<file path="src/rtl/cpu_pkg.sv">
// Shared definitions for the fetch sequencer: word width, next-PC select
// encodings and the fetch FSM state type. The STEP state only exists when
// PC_SINGLE_STEP_EN is defined.
package cpu_pkg;

    localparam int WORD_W = 32;

    // Next-PC select encodings driven by the control unit (2'b11 is reserved)
    localparam logic [1:0] PCSRC_SEQ    = 2'b00;
    localparam logic [1:0] PCSRC_BRANCH = 2'b01;
    localparam logic [1:0] PCSRC_JUMP   = 2'b10;

`ifdef PC_SINGLE_STEP_EN
    typedef enum logic [2:0] {
        ST_BOOT,
        ST_FETCH,
        ST_EXEC,
        ST_HALT,
        ST_STEP
    } fetch_state_t;
`else
    typedef enum logic [1:0] {
        ST_BOOT,
        ST_FETCH,
        ST_EXEC,
        ST_HALT
    } fetch_state_t;
`endif

endpackage

</file>
<file path="src/rtl/npc_calc.sv">
// Combinational next-PC mux: sequential, PC-relative branch and
// pseudo-direct jump targets. All sums wrap modulo 2^32.
module npc_calc
    import cpu_pkg::*;
(
    input  logic [WORD_W-1:0] pc,
    input  logic [1:0]        PCsrc,
    input  logic [WORD_W-1:0] imm_ext,
    input  logic [25:0]       jaddr,
    output logic [WORD_W-1:0] pc_plus4,
    output logic [WORD_W-1:0] npc
);

    logic signed [WORD_W-1:0] br_offset;

    assign pc_plus4  = pc + 32'd4;
    assign br_offset = $signed(imm_ext) <<< 2;

    // Select the next PC; the reserved encoding falls back to PC+4
    always_comb begin
        npc = pc_plus4;
        case (PCsrc)
            PCSRC_SEQ:    npc = pc_plus4;
            PCSRC_BRANCH: npc = pc_plus4 + $unsigned(br_offset);
            PCSRC_JUMP:   npc = {pc_plus4[31:28], jaddr, 2'b00};
            default:      npc = pc_plus4;
        endcase
    end

endmodule

</file>
<file path="src/rtl/pc_fetch_unit.sv">
// Program counter and instruction-fetch sequencer for the single-cycle CPU.
// Fetches over a req/ready handshake, presents each instruction for one
// execute cycle, then advances the PC or halts.
// Optional feature macro: PC_SINGLE_STEP_EN (adds dbg_step_en / dbg_step and
// a STEP state that parks the sequencer after each executed instruction).
module pc_fetch_unit
    import cpu_pkg::*;
#(
    parameter logic [WORD_W-1:0] RESET_PC = 32'h0000_0000
)
(
    input  logic              clk,
    input  logic              reset,
    input  logic              PCWre,
    input  logic [1:0]        PCsrc,
    input  logic [WORD_W-1:0] imm_ext,
    input  logic [25:0]       jaddr,
`ifdef PC_SINGLE_STEP_EN
    input  logic              dbg_step_en,
    input  logic              dbg_step,
`endif
    output logic              imem_req,
    output logic [WORD_W-1:0] imem_addr,
    input  logic              imem_ready,
    input  logic [WORD_W-1:0] imem_rdata,
    output logic [WORD_W-1:0] instr,
    output logic              instr_valid,
    output logic [WORD_W-1:0] pc,
    output logic              halted,
    output logic [WORD_W-1:0] retired
);

    localparam logic [WORD_W-1:0] RESET_PC_ALIGNED = {RESET_PC[WORD_W-1:2], 2'b00};

    fetch_state_t      state;
    logic [WORD_W-1:0] pc_plus4;
    logic [WORD_W-1:0] npc;

    npc_calc u_npc_calc (
        .pc       (pc),
        .PCsrc    (PCsrc),
        .imm_ext  (imm_ext),
        .jaddr    (jaddr),
        .pc_plus4 (pc_plus4),
        .npc      (npc)
    );

    // The fetch address is the PC register itself
    assign imem_addr = pc;

    // Fetch FSM with registered handshake, strobe and status outputs
    always_ff @(posedge clk) begin
        if (reset) begin
            state       <= ST_BOOT;
            pc          <= RESET_PC_ALIGNED;
            instr       <= '0;
            instr_valid <= 1'b0;
            imem_req    <= 1'b0;
            halted      <= 1'b0;
            retired     <= '0;
        end else begin
            case (state)
                ST_BOOT: begin
                    state    <= ST_FETCH;
                    imem_req <= 1'b1;
                end
                ST_FETCH: begin
                    if (imem_ready) begin
                        instr       <= imem_rdata;
                        instr_valid <= 1'b1;
                        imem_req    <= 1'b0;
                        state       <= ST_EXEC;
                    end
                end
                ST_EXEC: begin
                    instr_valid <= 1'b0;
                    retired     <= retired + 32'd1;
                    if (PCWre) begin
                        // Only branch and jump need the full mux; the
                        // sequential and reserved encodings both take PC+4
                        pc <= (PCsrc == PCSRC_BRANCH || PCsrc == PCSRC_JUMP) ? npc : pc_plus4;
`ifdef PC_SINGLE_STEP_EN
                        state    <= dbg_step_en ? ST_STEP : ST_FETCH;
                        imem_req <= !dbg_step_en;
`else
                        state    <= ST_FETCH;
                        imem_req <= 1'b1;
`endif
                    end else begin
                        state  <= ST_HALT;
                        halted <= 1'b1;
                    end
                end
                ST_HALT: begin
                    state <= ST_HALT;
                end
`ifdef PC_SINGLE_STEP_EN
                ST_STEP: begin
                    if (dbg_step) begin
                        state    <= ST_FETCH;
                        imem_req <= 1'b1;
                    end
                end
`endif
                default: begin
                    state    <= ST_BOOT;
                    imem_req <= 1'b0;
                end
            endcase
        end
    end

endmodule

</file>
<file path="config.mk">
export PLATFORM = sky130hd
export DESIGN_NAME = pc_fetch_unit
export DESIGN_NICKNAME = d
export VERILOG_FILES = /design/src/rtl/cpu_pkg.sv /design/src/rtl/npc_calc.sv /design/src/rtl/pc_fetch_unit.sv
export SDC_FILE = /design/constraint.sdc
export NUM_CORES = 1
export LEC_CHECK = 0
export BUFFER_PORTS_ARGS = -buffer_cell sky130_fd_sc_hd__buf_2
export CORE_ASPECT_RATIO = 0.5
export CORE_UTILIZATION = 53
export DETAILED_ROUTE_END_ITERATION = 8
export HOLD_SLACK_MARGIN = 0.05
export MAX_ROUTING_LAYER = met4
export PLACE_DENSITY = 0.82
export SLEW_MARGIN = 10
export SYNTH_ARGS = -nofsm -noshare
export SYNTH_HDL_FRONTEND = slang
export SYNTH_HIERARCHICAL = 1
export SYNTH_SLANG_ARGS = --single-unit
export TNS_END_PERCENT = 5
</file>
<file path="constraint.sdc">
create_clock -name clk -period 4.43 [get_ports clk]
set_input_delay 0.443 -clock clk [delete_from_list [all_inputs] [get_ports clk]]
set_output_delay 0.443 -clock clk [all_outputs]
set_load 0.1 [all_outputs]
</file>
==> summary.md <==
| Metric | Value |
|---|---|
| Worst slew margin | `0.223` |
| Synth area leaders | `dfxtp_1, ha_1, nand2_1` |
| Most frequent cells after synthesis | `nand2_1, dfxtp_1, nor2_1` |
| TritonCTS buffer count | `9` |
| Clock transition at path regs | `around 0.070 ns` |
| WL met2 | `slightly below 10 mm` |
| Power Dens Cells | `283 nW/µm²` |
| Filler Cell Count | `1,125` |
| Post-cts sizing count | `0` |
| Clock sink count | `101` |
| Clk_lat worst skew | `0.35 ns` |
| Met3 WL | `1.78 mm` |
| Worst-Margin Slew | `1.17 ns` |
| Setup Viol. Count Final | `0` |
| Async set or reset register ratio after synthesis | `0` |
| M1 wire length | `9.48 mm` |
| Max cap viols | `0` |
| Total GRT Usage | `0.303` |
| Root Driver | `clkbuf_16` |
| DP HPWL | `about 16 mm` |
| Top Metal Used | `met4` |
| Share of the synthesized area in the top cell type | `0.277` |
| Number of flops mapped to enable cells by yosys | `0` |
| Grt ovf | `0` |
| Boundary Pins | `~230` |
| Yosys Warn Count | `6` |
| Critical Path AT | `4.34 ns` |
| Initial DRC count | `approximately 680` |
| Post-CTS Setup Bufs | `0` |
| Simple-gate area share of the yosys netlist | `0.238` |
| Synth Flop Type | `dfxtp_1` |
| Synth Net Count | `1,081` |
| Mean number of vias per cell | `6.00` |
| Seq. cell area | `2030 µm²` |
| Synth Area in XOR/XNOR | `0.0704` |
| Fin worst setup slack | `~0.26 ns` |
| Diodes inserted | `0` |
| CP max FO | `8` |
| DRT Wirelength | `21.7 mm` |
| DIE AREA | `14,300 µm²` |
| Post-synthesis register bit count | `101` |
| FMAX | `0.240 GHz` |
| Die Wd | `168 µm` |
| Critical path class | `flip-flop to flip-flop` |
| Synthesized area | `7290 µm²` |
| Peak VDD IR | `between 200 and 250 µV` |
| Vias in the first global route | `between 6,000 and 7,000` |
| Max Slew Vio Count | `0` |
| First-pass GRT wire length | `34.1 mm` |
| RSZ-0062 raised after global routing | `false` |
| Setup TNS | `0 ns` |
| Clock Path Buffers | `2` |
| Compound-cell area share of the yosys netlist | `0.215` |
| First-pass detailed-route iteration total | `6` |
| TritonCTS clock tree | `yes` |
| Initial core utilization | `0.560` |
| Area Growth Syn to Fin | `18.2%` |
| Status | `finished, final reports clean` |
| Syn_area_per_cell | `about 7.7 µm²` |
| Sequential element share of the synthesized area | `0.277` |
| Critical Path Source Type | `flip-flop` |
| Largest net degree at the start of global routing | `65` |
| Average wire per standard cell | `16.9 µm` |
| Data required, critical path | `4.61 ns` |
| Via count of the routed design | `7,715` |
| Setup slack at placement | `0.269 ns` |
| Fin. Hold Viols | `0` |
| Cells after Synth | `approximately 950` |
| Largest family of logic cells by synthesized area | `simple AND/OR/NAND/NOR gates` |
| Layout cell share with drive strength beyond 1 | `0.259` |
| Unique masters post-synth | `64` |
| Leak | `3.92 nW` |
| Worst hold path class | `primary input to flip-flop` |
| Multiplexer share of the synthesized area | `0.0556` |
| Antenna violations before repair | `0` |
| Crit end category | `flip-flop` |
| Routed Antenna Nets | `0` |
| Routability cong. | `between 0.9 and 1` |
| Final Util | `0.662` |
| Core area | `13,000 µm²` |
| Final Critical Period | `4.17 ns` |
| DRC | `0` |
| Most common cell in the netlist | `nand2_1` |
| CTS Hold Bufs | `0` |
| Period utilization | `0.941` |
| Final Skew | `between 0.007 and 0.008 ns` |
| Die Height | `about 85 µm` |
| Post-synth top area cell | `dfxtp_1` |
| Clock H-tree levels | `3` |
| Multi-input gate area | `4760 µm²` |
| Nets | `1,245` |
| Area share of fa/ha/maj cells after synthesis | `0.0680` |
| Num rows | `29` |
| # port buffers | `about 220` |
==> final timing paths <==
check                                    start       endpoint  slack [ns]  cells past startpoint
worst min-delay path            imem_rdata[22]      instr[22]        0.33                      3
worst min register to register       instr[23]      instr[23]        0.45                      2
worst max register to register    imem_addr[2]  imem_addr[28]        0.26                     15
worst max-delay path              imem_addr[2]  imem_addr[28]        0.26                     15
==> state kept, by name (all words and copies together) (netlist names) <==
| signal | count |
|---|---|
| halted | 1 |
| imem_addr | 32 |
| imem_req | 1 |
| instr | 32 |
| instr_valid | 1 |
| retired | 32 |
| state | 2 |
==> cells by family after synthesis <==
kind of cell             Yosys count
XOR/XNOR                          57
buffers and inverters            108
AO/OA/AOI/OAI                    244
adder cells (fa/ha/maj)           39
multiplexers                      40
AND/OR/NAND/NOR                  357
flip-flops                       101
==> report_power, final <==
part	internal [W]	switching (W)	leakage [nW]
combinational	0.000192	0.000513	2.96
sequential	0.000935	0.0000302	0.823
clock	0.000393	0.000378	0.134
==> placed cells by master, fill, tap and decap left out, types with 33 or more instances in the layout <==
cell type,netlist,routed
ha_1,38,38
o21ai_0,33,33
buf_2,5,224
nor2_1,95,92
nand2_1,126,126
dfxtp_1,101,92
mux2i_1,36,36
a211oi_1,34,34
a21oi_1,86,86
xnor2_1,37,34
==> routing by layer <==
| metal | GRT usage | up-vias |
|---|---|---|
| met5 | - | - |
| met4 | 0.0967 | 0 |
| met3 | 0.0410 | 46 |
| met2 | 0.485 | 364 |
| met1 | 0.396 | 3570 |
| li1 | - | 3735 |
==> worst max-delay path, cell delays in order (launching register included) <==
cell and delay (ns):
dfxtp_2 0.40, nand2_1 0.14, or3_1 0.42, nor4_2 0.42, nand3_1 0.18, xnor2_2 0.28, ha_1 0.38, a211oi_1 0.36
o21ai_0 0.17, a31o_2 0.26, a21oi_1 0.24, mux2i_1 0.12, a22o_1 0.20, a211o_1 0.22, mux2i_1 0.12, a211oi_1 0.08
==> stage by stage <==
step	instances	power [W]	instance area (µm²)	hold slack, ns
floorplan	946	0.00154	7300	0.579
detailed placement	1269	0.00168	8300	0.443
global placement	1269	0.00167	8300	0.439
finish	1285	0.00244	8620	0.329
global route	1285	0.00254	8620	0.323
CTS	1285	0.00245	8590	0.318
==> final cells by class <==
type                            instances  share of cell area
Clock buffer                           10              0.0266
Clock inverter                          6             0.00697
Inverter                               21             0.00915
Multi-Input combinational cell        737               0.553
Sequential cell                       101               0.236
Tap cell                              170              0.0247
Timing Repair Buffer                  240               0.144
(Power assumes the default switching activity.)
